### src/rtl/uart_arb_pkg.sv
// Shared types and constants for the two-requester UART register port arbiter.
package uart_arb_pkg;

  typedef enum logic [2:0] {
    ST_IDLE    = 3'd0,
    ST_SETUP   = 3'd1,
    ST_STROBE  = 3'd2,
    ST_RELEASE = 3'd3,
    ST_DONE    = 3'd4
  } arb_state_t;

  // Requester index: 0 = r0 (CPU core), 1 = r1 (debug/loader).
  typedef logic req_idx_t;

  localparam logic [1:0] TX_DATA_ADDR  = 2'd0;
  localparam logic [1:0] RX_DATA_ADDR  = 2'd1;
  localparam logic [1:0] FREQ_DIV_ADDR = 2'd2;

endpackage

### src/rtl/uart_arb_rr.sv
// Combinational 2-way round-robin pick: a lone requester always wins,
// on contention the requester that was not served last wins.
module uart_arb_rr
  import uart_arb_pkg::*;
(
  input  logic     req0,
  input  logic     req1,
  input  req_idx_t last_grant,
  output logic     grant_valid,
  output req_idx_t grant_idx
);

  // Pick the winner from the current requests and the previous grant.
  always_comb begin
    grant_valid = req0 | req1;
    grant_idx   = 1'b0;
    if (req0 && req1) begin
      grant_idx = ~last_grant;
    end else if (req1) begin
      grant_idx = 1'b1;
    end
  end

endmodule

### src/rtl/uart_wb_arbiter.sv
// Shares one UART register port between two stb/ack/err requesters and
// sequences the UART's level handshake (stb, wb_clk phase, ack rise/fall).
module uart_wb_arbiter
  import uart_arb_pkg::*;
#(
  parameter int TIMEOUT_CYCLES = 255,
  parameter int TO_W           = 8
) (
  input  logic       clk,
  input  logic       reset,
  input  logic       r0_stb,
  input  logic       r0_we,
  input  logic [1:0] r0_addr,
  input  logic [7:0] r0_wdata,
  output logic [7:0] r0_rdata,
  output logic       r0_ack,
  output logic       r0_err,
  input  logic       r1_stb,
  input  logic       r1_we,
  input  logic [1:0] r1_addr,
  input  logic [7:0] r1_wdata,
  output logic [7:0] r1_rdata,
  output logic       r1_ack,
  output logic       r1_err,
  output logic       u_stb,
  output logic       u_clk,
  output logic       u_we,
  output logic [1:0] u_addr,
  output logic [7:0] u_wdata,
  input  logic [7:0] u_rdata,
  input  logic       u_ack
);

  arb_state_t      state;
  req_idx_t        last_grant;
  req_idx_t        gnt;
  logic            grant_valid;
  req_idx_t        grant_idx;
  logic [TO_W-1:0] to_cnt;
  logic            to_hit;
  logic            sel_we;
  logic [1:0]      sel_addr;
  logic [7:0]      sel_wdata;

  uart_arb_rr u_rr (
    .req0        (r0_stb),
    .req1        (r1_stb),
    .last_grant  (last_grant),
    .grant_valid (grant_valid),
    .grant_idx   (grant_idx)
  );

  // Route the winning requester's command fields toward the UART latch.
  always_comb begin
    sel_we    = grant_idx ? r1_we    : r0_we;
    sel_addr  = grant_idx ? r1_addr  : r0_addr;
    sel_wdata = grant_idx ? r1_wdata : r0_wdata;
    to_hit    = (TIMEOUT_CYCLES != 0) && (to_cnt == TO_W'(TIMEOUT_CYCLES));
  end

  // Transaction sequencer; every output is a register of this block.
  always_ff @(posedge clk) begin
    if (!reset) begin
      state      <= ST_IDLE;
      last_grant <= 1'b1;
      gnt        <= 1'b0;
      to_cnt     <= '0;
      u_stb      <= 1'b0;
      u_clk      <= 1'b0;
      u_we       <= 1'b0;
      u_addr     <= 2'd0;
      u_wdata    <= 8'd0;
      r0_rdata   <= 8'd0;
      r1_rdata   <= 8'd0;
      r0_ack     <= 1'b0;
      r1_ack     <= 1'b0;
      r0_err     <= 1'b0;
      r1_err     <= 1'b0;
    end else begin
      r0_ack <= 1'b0;
      r1_ack <= 1'b0;
      r0_err <= 1'b0;
      r1_err <= 1'b0;
      case (state)
        ST_IDLE: begin
          if (grant_valid) begin
            gnt     <= grant_idx;
            u_stb   <= 1'b1;
            u_clk   <= 1'b0;
            u_we    <= ~sel_we;   // UART uses 0 = write
            u_addr  <= sel_addr;
            u_wdata <= sel_wdata;
            state   <= ST_SETUP;
          end
        end
        ST_SETUP: begin
          u_clk  <= 1'b1;
          to_cnt <= '0;
          state  <= ST_STROBE;
        end
        ST_STROBE: begin
          if (u_ack) begin
            if (u_we) begin
              if (gnt) r1_rdata <= u_rdata;
              else     r0_rdata <= u_rdata;
            end
            u_clk  <= 1'b0;
            to_cnt <= '0;
            state  <= ST_RELEASE;
          end else if (to_hit) begin
            u_stb      <= 1'b0;
            u_clk      <= 1'b0;
            r0_err     <= ~gnt;
            r1_err     <= gnt;
            last_grant <= gnt;
            state      <= ST_DONE;
          end else begin
            to_cnt <= to_cnt + 1'b1;
          end
        end
        ST_RELEASE: begin
          if (!u_ack) begin
            u_stb      <= 1'b0;
            r0_ack     <= ~gnt;
            r1_ack     <= gnt;
            last_grant <= gnt;
            state      <= ST_DONE;
          end else if (to_hit) begin
            u_stb      <= 1'b0;
            u_clk      <= 1'b0;
            r0_err     <= ~gnt;
            r1_err     <= gnt;
            last_grant <= gnt;
            state      <= ST_DONE;
          end else begin
            to_cnt <= to_cnt + 1'b1;
          end
        end
        ST_DONE: begin
          // Requests are not sampled here so the served requester can drop stb.
          state <= ST_IDLE;
        end
        default: state <= ST_IDLE;
      endcase
    end
  end

endmodule
### config.mk
export PLATFORM = sky130hd
export DESIGN_NAME = uart_wb_arbiter
export DESIGN_NICKNAME = d
export VERILOG_FILES = /design/src/rtl/uart_arb_pkg.sv /design/src/rtl/uart_arb_rr.sv /design/src/rtl/uart_wb_arbiter.sv
export SDC_FILE = /design/constraint.sdc
export NUM_CORES = 1
export LEC_CHECK = 0
export CORE_MARGIN = 2
export CORE_UTILIZATION = 25
export DETAILED_ROUTE_END_ITERATION = 8
export PLACE_DENSITY_LB_ADDON = 0.2
export SLEW_MARGIN = 20
export SYNTH_ARGS = -nofsm -noshare
export SYNTH_HDL_FRONTEND = slang
export SYNTH_SLANG_ARGS = --single-unit
export TNS_END_PERCENT = 100
### constraint.sdc
create_clock -name clk -period 2.16 [get_ports clk]
set_clock_uncertainty 0.2 [all_clocks]
set_input_delay 0.432 -clock clk [delete_from_list [all_inputs] [get_ports clk]]
set_output_delay 0.432 -clock clk [all_outputs]
set_load 0.01 [all_outputs]
### After elaboration in Yosys (flattened, before gate mapping)

Index checks and enable logic that the tools add are counted.

| storage, ports and cells | value |
|---|---|
| bits in registers | 46 |
| bits of input ports | 35 |
| output and inout bits | 33 |
| word-level logic and storage cells | 79 |

| cells by class | value |
|---|---|
| add/subtract/negate cells | 1 |
| equality and inequality tests | 7 |
| multiplexer cells | 36 |
| bitwise operators | 6 |
| reduce and logical (&&, ||, !) cells | 14 |

Operator list:

| operator | number |
|---|---|
| $mux 8 | 4 |
| $pmux 8 s3 | 1 |
| $mux 1 | 20 |
| $mux 3 | 4 |
| $pmux 3 s4 | 1 |
| $add 8x1->8 const B | 1 |
| $eq 8x8->1 const B | 1 |
| $reduce_and 4->1 | 2 |
| $eq 3x2->1 const B | 2 |
| $ne 2x2->1 const B | 3 |
| $pmux 1 s2 | 3 |
| $reduce_and 2->1 | 3 |
| $reduce_and 3->1 | 2 |
| $reduce_bool 3->1 | 2 |
| $not 1->1 | 5 |
| $pmux 1 s4 | 1 |
| $reduce_bool 4->1 | 1 |
| $eq 3x1->1 const B | 1 |
| $logic_not 3->1 | 1 |
| $pmux 1 s3 | 1 |
| $reduce_or 3->1 | 1 |
| $mux 2 | 1 |
| $reduce_bool 2->1 | 1 |
| $logic_and 1x1->1 | 1 |
| $or 1x1->1 | 1 |

### Depth between registers and ports, before layout

Gate-level depths: netlist of the first run.

| logic depth | value |
|---|---|
| depth after elaboration | 4 |
| depth in mapped cells | 6 |

### Modules after synthesis

A second synthesis of the first run with hierarchy kept.

| second synthesis, totals | value |
|---|---|
| cell total of the unflattened synthesis | 211 |
| area, all modules | 1993.2 µm² |

By module, submodules not included:

| module | times used | cells an instance | area each (µm²) |
|---|---|---|---|
| uart_wb_arbiter | 1 | 209 | 1979.4 |
| uart_arb_rr | 1 | 2 | 13.8 |

### Worst setup path before layout of the first run

Ideal clock, no wire load.

| path | value |
|---|---|
| path kind | register to register |
| start | reg to_cnt[0] |
| end | reg to_cnt[2] |
| arrival | 1729 ps |
| slack | 161 ps |
| stages on the path, launching flop included | 7 |
| path through | dfxtp_1 -> ha_1 -> and4_1 -> and4_1 -> clkbuf_1 -> or4_1 -> a21oi_1 |

| between the ends | value |
|---|---|
| word-level cells in the longest chain between the ends | 4 |
| elaborated cells on any way between the ends | 6 |

RTL lines:

| item | line | RTL |
|---|---|---|
| start, declared | uart_wb_arbiter.sv:39 | `logic [TO_W-1:0] to_cnt;` |
| start signal, assigned | uart_wb_arbiter.sv:118 | `to_cnt <= to_cnt + 1'b1;` |
| start signal, assigned | uart_wb_arbiter.sv:136 | `to_cnt <= to_cnt + 1'b1;` |
| $add 8x1->8 or $eq 8x8->1 (tied branches) | uart_wb_arbiter.sv:118, uart_wb_arbiter.sv:136, uart_wb_arbiter.sv:58 |  |
| $mux 8 * | uart_wb_arbiter.sv:110, uart_wb_arbiter.sv:128 |  |
| $mux 8 (on tied branches) | uart_wb_arbiter.sv:122, uart_wb_arbiter.sv:102 |  |
| $pmux 8 s3 * | uart_wb_arbiter.sv:84 | `case (state)` |

Mark *: on every way between the ends. The rest lies on a longest branch, timed or not. The select of a mux whose other input is x is not followed.
A chain may end at the register's enable or synchronous reset.

### Worst setup path in the final report of the first run

| path | value |
|---|---|
| start | in u_ack |
| end | reg to_cnt[5] |

| between the ends | value |
|---|---|
| word-level cells in the longest chain between the ends | 2 |
| elaborated cells on any way between the ends | 4 |

RTL lines:

| item | line | RTL |
|---|---|---|
| start, declared | uart_wb_arbiter.sv:31 | `input logic u_ack` |
| $mux 8 or $ne 2x2->1 (tied branches) | -- |  |
| $pmux 8 s3 or $reduce_and 2->1 (tied branches) | -- |  |

Parallel ways exist; a longest one is shown, timed or not.

==> impl_metrics.csv, run 1 <==
group,metric,value,unit
outcome,outcome,"complete, no violations",
pwr,p_total,1.882,mW
setup_path,worstReg2RegStart,"to_cnt[0]$_SDFFE_PN0P_",
die,start_util,25.84,%
layout,antenna_cells,0,
synthesis,syn_inst,209,
clock_network,htree_levels,2,
synthesis,synth_area,0.002007,mm2
placement,place_hpwl,3737,um
sta,rsz0062_at_grt,"no",
grt,grt_usage,11.52,%
pwr,comb_power_share,22.2,%
synthesis,postSynthAreaPerCell,9.603,um2
setup_path,crit_path_end_kind,"flip-flop",
setup_path,critPathLaunchType,"primary input",
synthesis,ys_seq_area_share,45.89,%
grt,grt_max_degree,22,
setup_path,r2r_cells,5,
routing,routed_wl,4945,um
synthesis,synth_top_area_share,45.89,%
routing,first_iter_violations,48,
pwr,internal_power,1.357,mW
routing,via_count,1773,
layout,fin_util,38.74,%
min_path,whs_endpoint,"to_cnt[4]$_SDFFE_PN0P_",
setup_path,crit_type,"primary input to flip-flop",
synthesis,synthArstFlopShare,0,%
pwr,peakVddDrop,0.2729,mV
setup_path,rrSetupSlack,0.16,ns
grt,grt_antenna_before_repair,0,
grt,first_global_vias,1730,
sta,fmax,484.9,MHz
min_path,worstHoldPathCells,1,
setup_path,crit_required,2.19,ns
layout,fin_cells,393,
grt,grt_overflow,0,
pwr,p_seq_share,49.2,%
grt,grt_first_pass_wirelength,8031,um
pwr,leakagePower,1.062,nW
sta,setup_viol,0,
run,cap_violations,0,
clock_network,cts.clk_slew.worst_paths,0.08,ns
routing,post_drt_wl_per_cell,12.58,um
sta,hold_viol,0,
sta,drv_slew,0,
layout,final_cell_mix,"clkdlybuf4s50_1, dfxtp_1, nor2_1",
clock_network,cts-root-buf,"clkbuf_8",
pwr,p_sw,0.5254,mW
clock_network,cts_hold_buffers,0,
clock_network,cts_buffer_depth,2,
placement,pre_cts_ws,-0.2147,ns
pwr,p_per_area,625.5,mW/mm2
die,io_pins,68,
die,core-area,0.007767,mm2
sta,whs,0.2999,ns
synthesis,ys_seq_elements,46,
layout,final_common_cell,"clkdlybuf4s50_1",
synthesis,yosys_warnings,0,
clock_network,cts_tree,"built",
clock_network,clkLatencyLatePin,0.31,ns
sta,setup_ws,0.09792,ns
setup_path,worst_ep_arrival_time,2.09,ns
placement,post_dp_cell_area,0.002917,mm2
synthesis,synth_cell_types,43,
synthesis,syn_nets,245,
setup_path,critPathMaxFanout,10,
synthesis,synth_flop_cell,"dfxtp_1",
pwr,clkPwrFrac,28.6,%
setup_path,r2r-end,"to_cnt[5]$_SDFFE_PN0P_",
sta,tightestPinTransition,0.3416,ns
clock_network,clock-sinks,46,
layout,finalInstanceArea,0.003009,mm2
sta,slew_headroom,76.64,%
synthesis,synth_area_leaders,"dfxtp_1, mux2i_1, nor2_1",
layout,area_growth,49.94,%
routing,dr.pass1.iters,4,
die,die_h,93.60,um
routing,drc_errors,0,
placement,port_buffers,67,
placement,place.gp.congestion,0.8094,
routing,viasPerCell,4.511,
sta,post-route-period-util,95.47,%
sta,fin_tns_setup,0,ns
min_path,min_from,"to_cnt[4]$_SDFFE_PN0P_",
synthesis,synth-edff-count,0,
pwr,swShare,27.91,%
layout,drive_gt1_share,12.03,%
synthesis,synth_top_cell_by_area,"dfxtp_1",
layout,nNetsFinal,326,
die,row_count,32,
routing,ant_nets,0,
die,die_w,93.60,um
sta,period_needed,2.062,ns
clock_network,cts_buffers,5,
die,die_area,0.008760,mm2
placement,place_inst,385,
min_path,hp-class,"flip-flop to flip-flop",
==> worst max path at each step <==
stage,cells past startpoint,end,slack [ns],startpoint
floorplan,6,to_cnt[2]$_SDFFE_PN0P_,0.16,to_cnt[0]$_SDFFE_PN0P_
global placement,5,to_cnt[5]$_SDFFE_PN0P_,-0.19,u_ack
detailed placement,5,to_cnt[3]$_SDFFE_PN0P_,-0.21,u_ack
CTS,5,to_cnt[3]$_SDFFE_PN0P_,0.06,to_cnt[0]$_SDFFE_PN0P_
global route,5,last_grant$_SDFFE_PN1P_,0.03,to_cnt[1]$_SDFFE_PN0P_
finish,5,to_cnt[5]$_SDFFE_PN0P_,0.1,u_ack
==> flip-flops by register name, summed over array words and instances, names as in the netlist <==
signal	count
state	3
r1_err	1
u_wdata	8
r0_err	1
to_cnt	8
r1_rdata	8
u_clk	1
u_addr	2
last_grant	1
r1_ack	1
r0_ack	1
gnt	1
r0_rdata	8
u_we	1
u_stb	1
==> critical path: stages <==
cell and delay [ns]:
clkdlybuf4s50_1 0.47, and3b_1 0.18, or3_4 0.38, or4_1 0.47, a21oi_1 0.16
==> Yosys cell counts, types with 2 or more instances <==
library cell / number
a211oi_1: 12
o21ai_0: 7
and4_1: 2
clkbuf_1: 5
nor3_1: 4
dfxtp_1: 46
buf_2: 4
nor3_4: 2
nand2_1: 2
or4_1: 3
mux2i_1: 30
nor3b_1: 3
and3_1: 3
nand3_1: 5
or3_1: 2
o31ai_1: 3
buf_6: 3
a21oi_1: 7
nor2_1: 38
inv_1: 4
nand2b_1: 2
==> final cells by class <==
| cell class | count | area (um2) |
|---|---|---|
| fillers | 804 | 4758 |
| multi-input cells | 145 | 1006 |
| flip-flops and latches | 46 | 920.9 |
| repair buffers | 87 | 845.8 |
| well taps | 102 | 127.6 |
| clock buffers | 5 | 68.82 |
| clock inverters | 3 | 21.27 |
| inverters | 5 | 18.77 |
==> power groups by stage <==
| stage | clock network (mW) | registers [mW] | logic [mW] |
|---|---|---|---|
| 2_1_floorplan | 0 | 0.958 | 0.194 |
| 3_3_place_gp | 0 | 0.945 | 0.422 |
| 3_5_place_dp | 0 | 0.946 | 0.423 |
| 4_1_cts | 0.556 | 0.927 | 0.424 |
| 5_1_grt | 0.589 | 0.933 | 0.459 |
| 6_report | 0.539 | 0.926 | 0.418 |
==> repair_timing <==
item,CTS,global route
setup buffers,0,0
setup endpoints to repair,0,4
gates resized for setup,0,2
==> logic make-up (layout without fill, tap and decap cells) <==
kind of cell    Yosys count  after routing  synth area share [%]
simple gates             74             74                 20.14
flops                    46             46                 45.89
compound gates           39             39                 13.22
mux                      30             30                 14.96
buf+inv                  18            100                 4.738
fa+ha+maj                 1              1                0.6233
xor+xnor                  1              1                0.4365
==> layer usage <==
metal	vias up	share of wire [%]	track usage, %
met1	802	48	15.06
met3	7	4.3	2.820
met5	-	0	0
li1	917	-	-
met4	0	1.8	4.710
met2	47	46	18.17
Note: power is estimated with default switching activity, not from simulation.
==> inputs of run 2 (changes only) <==
--- a/config.mk
+++ b/config.mk
@@ -5,6 +5,7 @@
 export SDC_FILE = /design/constraint.sdc
 export NUM_CORES = 1
 export LEC_CHECK = 0
+export ABC_AREA = 1
 export CORE_MARGIN = 2
 export CORE_UTILIZATION = 25
 export DETAILED_ROUTE_END_ITERATION = 8
==> run 2 against run 1 <==
Final cell count is 22% higher. Synthesized cell count is 44% higher. Count of clock-buffer cells in the layout unchanged. Die area is 4.5% higher. Via count rose by 20%. Global-route usage increased by 1.6 points.
==> impl_metrics.csv, run 2 <==
group,metric,value,unit
sta,post-route-period-util,86.93,%
placement,port_buffers,67,
synthesis,syn_nets,338,
layout,nNetsFinal,410,
sta,drv_slew,0,
sta,slew_headroom,74.31,%
pwr,peakVddDrop,0.2555,mV
pwr,p_per_area,695.2,mW/mm2
clock_network,cts_buffers,5,
routing,post_drt_wl_per_cell,12.33,um
setup_path,r2r-end,"last_grant$_SDFFE_PN1P_",
setup_path,crit_path_end_kind,"output port",
outcome,outcome,"complete, no violations",
routing,drc_errors,0,
placement,place_hpwl,4427,um
layout,drive_gt1_share,8.824,%
synthesis,synth_flop_cell,"dfxtp_1",
synthesis,ys_seq_elements,46,
clock_network,cts-root-buf,"clkbuf_8",
synthesis,synth_cell_types,27,
grt,first_global_vias,1999,
die,row_count,33,
sta,fin_tns_setup,0,ns
synthesis,synth_top_cell_by_area,"dfxtp_1",
die,io_pins,68,
setup_path,crit_required,1.53,ns
setup_path,cp.depth,1,
layout,final_cell_mix,"nor2_1, clkdlybuf4s50_1, nand2_1",
grt,grt_antenna_before_repair,0,
min_path,worstHoldPathCells,2,
grt,grt_max_degree,23,
setup_path,cp_slowest_cell,"clkdlybuf4s50_1",
synthesis,synth-edff-count,0,
synthesis,synth_area_leaders,"dfxtp_1, nor2_1, nand2_1",
routing,wl_met3,255,um
setup_path,crit_end,"u_we",
clock_network,cts.clk_slew.worst_paths,0.08,ns
clock_network,cts_hold_buffers,0,
synthesis,postSynthAreaPerCell,6.956,um2
clock_network,clock-sinks,46,
setup_path,cpPeakStageDelay,0.58,ns
setup_path,crit_chain,"clkdlybuf4s50_1",
grt,grt_first_pass_wirelength,9335,um
clock_network,post_cts_buffers,0,
grt,grt_usage,13.10,%
setup_path,critPathLaunchType,"flip-flop",
sta,tightestPinTransition,0.3848,ns
setup_path,critPathTopFamily,"buffers and inverters",
clock_network,clkLatencyLatePin,0.31,ns
setup_path,r2r_cells,8,
synthesis,synth_most_common_cell,"nor2_1",
routing,dr.max_layer_used,"met4",
setup_path,critPathMaxFanout,3,
setup_path,rrSetupSlack,0.41,ns
synthesis,synth_common_cells,"nor2_1, nand2_1, dfxtp_1",
die,start_util,25.70,%
sta,hold_viol,0,
pwr,p_total,2.076,mW
die,die_w,95.67,um
synthesis,yosys_warnings,0,
clock_network,ctsResizeCount,0,
sta,setup_viol,0,
layout,final_common_cell,"nor2_1",
sta,rsz0062_at_grt,"no",
die,core-area,0.008175,mm2
clock_network,htree_levels,2,
clock_network,cts_buffer_depth,2,
routing,ant_nets,0,
synthesis,synth_top_area_share,43.84,%
run,cap_violations,0,
setup_path,cp-startpoint,"u_we$_SDFFE_PN0P_",
setup_path,crit_buf_inv,1,
sta,period_needed,1.878,ns
synthesis,syn_inst,302,
layout,antenna_cells,0,
setup_path,worst_ep_arrival_time,1.25,ns
grt,grt_overflow,0,
setup_path,crit_type,"flip-flop to output port",
setup_path,worstReg2RegStart,"to_cnt[1]$_SDFFE_PN0P_",
min_path,hp-class,"flip-flop to flip-flop",
layout,area_growth,42.17,%
routing,routed_wl,5908,um
routing,m1WireLength,2724,um
synthesis,ys_seq_area_share,43.84,%
routing,first_iter_violations,77,
routing,dr.pass1.iters,4,
synthesis,synth_area,0.002101,mm2
placement,place.gp.congestion,0.8422,
pwr,leakagePower,1.248,nW
routing,viasPerCell,4.438,
clock_network,cts_tree,"built",
die,die_h,95.67,um
routing,via_count,2126,
die,die_area,0.009153,mm2
routing,route.met2.wl,2843,um
synthesis,synthArstFlopShare,0,%
sta,fmax,532.6,MHz
-- run 2: cells by family (layout without fill, tap and decap cells) --
| family | Yosys count | count (layout) | share of synthesized area [%] |
|---|---|---|---|
| adders and majority gates | 1 | 1 | 0.5955 |
| and+or+nand+nor | 162 | 162 | 34.07 |
| AOI/OAI and AO/OA | 59 | 59 | 14.95 |
| buffers and inverters | 34 | 106 | 6.551 |
| DFF | 46 | 46 | 43.84 |
-- run 2: worst min-delay path by stage --
stage                         endpoint                     from  slack, ns
5_1_grt        u_wdata[5]$_SDFFE_PN0P_  u_wdata[5]$_SDFFE_PN0P_       0.30
4_1_cts        u_wdata[2]$_SDFFE_PN0P_  u_wdata[2]$_SDFFE_PN0P_       0.27
3_3_place_gp   u_wdata[7]$_SDFFE_PN0P_  u_wdata[7]$_SDFFE_PN0P_       0.25
2_1_floorplan  last_grant$_SDFFE_PN1P_  last_grant$_SDFFE_PN1P_       0.25
6_report       u_wdata[5]$_SDFFE_PN0P_  u_wdata[5]$_SDFFE_PN0P_       0.27
3_5_place_dp   u_wdata[7]$_SDFFE_PN0P_  u_wdata[7]$_SDFFE_PN0P_       0.26
-- run 2: layer usage --
layer / global-route usage [%] / vias to the layer above
met1: 16.40 / 963
li1: - / 1108
met4: 3.571 / 0
met3: 3.399 / 7
met2: 22.20 / 48
met5: 0 / -
-- run 2: where the power goes --
group / switching (mW) / leakage (nW) / internal, mW
combinational: 0.319 / 0.829 / 0.260
clock: 0.302 / 0.0438 / 0.218
sequential: 0.0611 / 0.374 / 0.916
-- run 2: area by class of cell --
type | count | area, um2
Fill cell | 883 | 5189
Clock buffer | 5 | 68.82
Clock inverter | 2 | 10.01
Multi-Input combinational cell | 222 | 1042
Timing Repair Buffer | 73 | 715.7
Tap cell | 105 | 131.4
Sequential cell | 46 | 920.9
Inverter | 26 | 97.59
-- run 2: worst reg2reg max path, cell delays in order (launching register included) --
cell	delay, ns
dfxtp_1	0.39
ha_1	0.18
nand2_1	0.09
nor2_1	0.14
nand2_1	0.22
nand2_2	0.14
nand2_1	0.11
nand2_1	0.08
o211ai_1	0.07
-- run 2: through the flow --
stage | util (%) | hold slack [ns] | worst slack (ns) | cell area [um2] | cells
5_1_grt | 36.53 | 0.2953 | 0.2000 | 2987 | 479
3_3_place_gp | 35.57 | 0.2515 | 0.06841 | 2908 | 472
2_1_floorplan | - | 0.2459 | 0.6451 | 2101 | 302
3_5_place_dp | 35.57 | 0.2586 | 0.08578 | 2908 | 472
6_report | 36.53 | 0.2670 | 0.2824 | 2987 | 479
4_1_cts | 36.53 | 0.2712 | 0.2722 | 2987 | 479
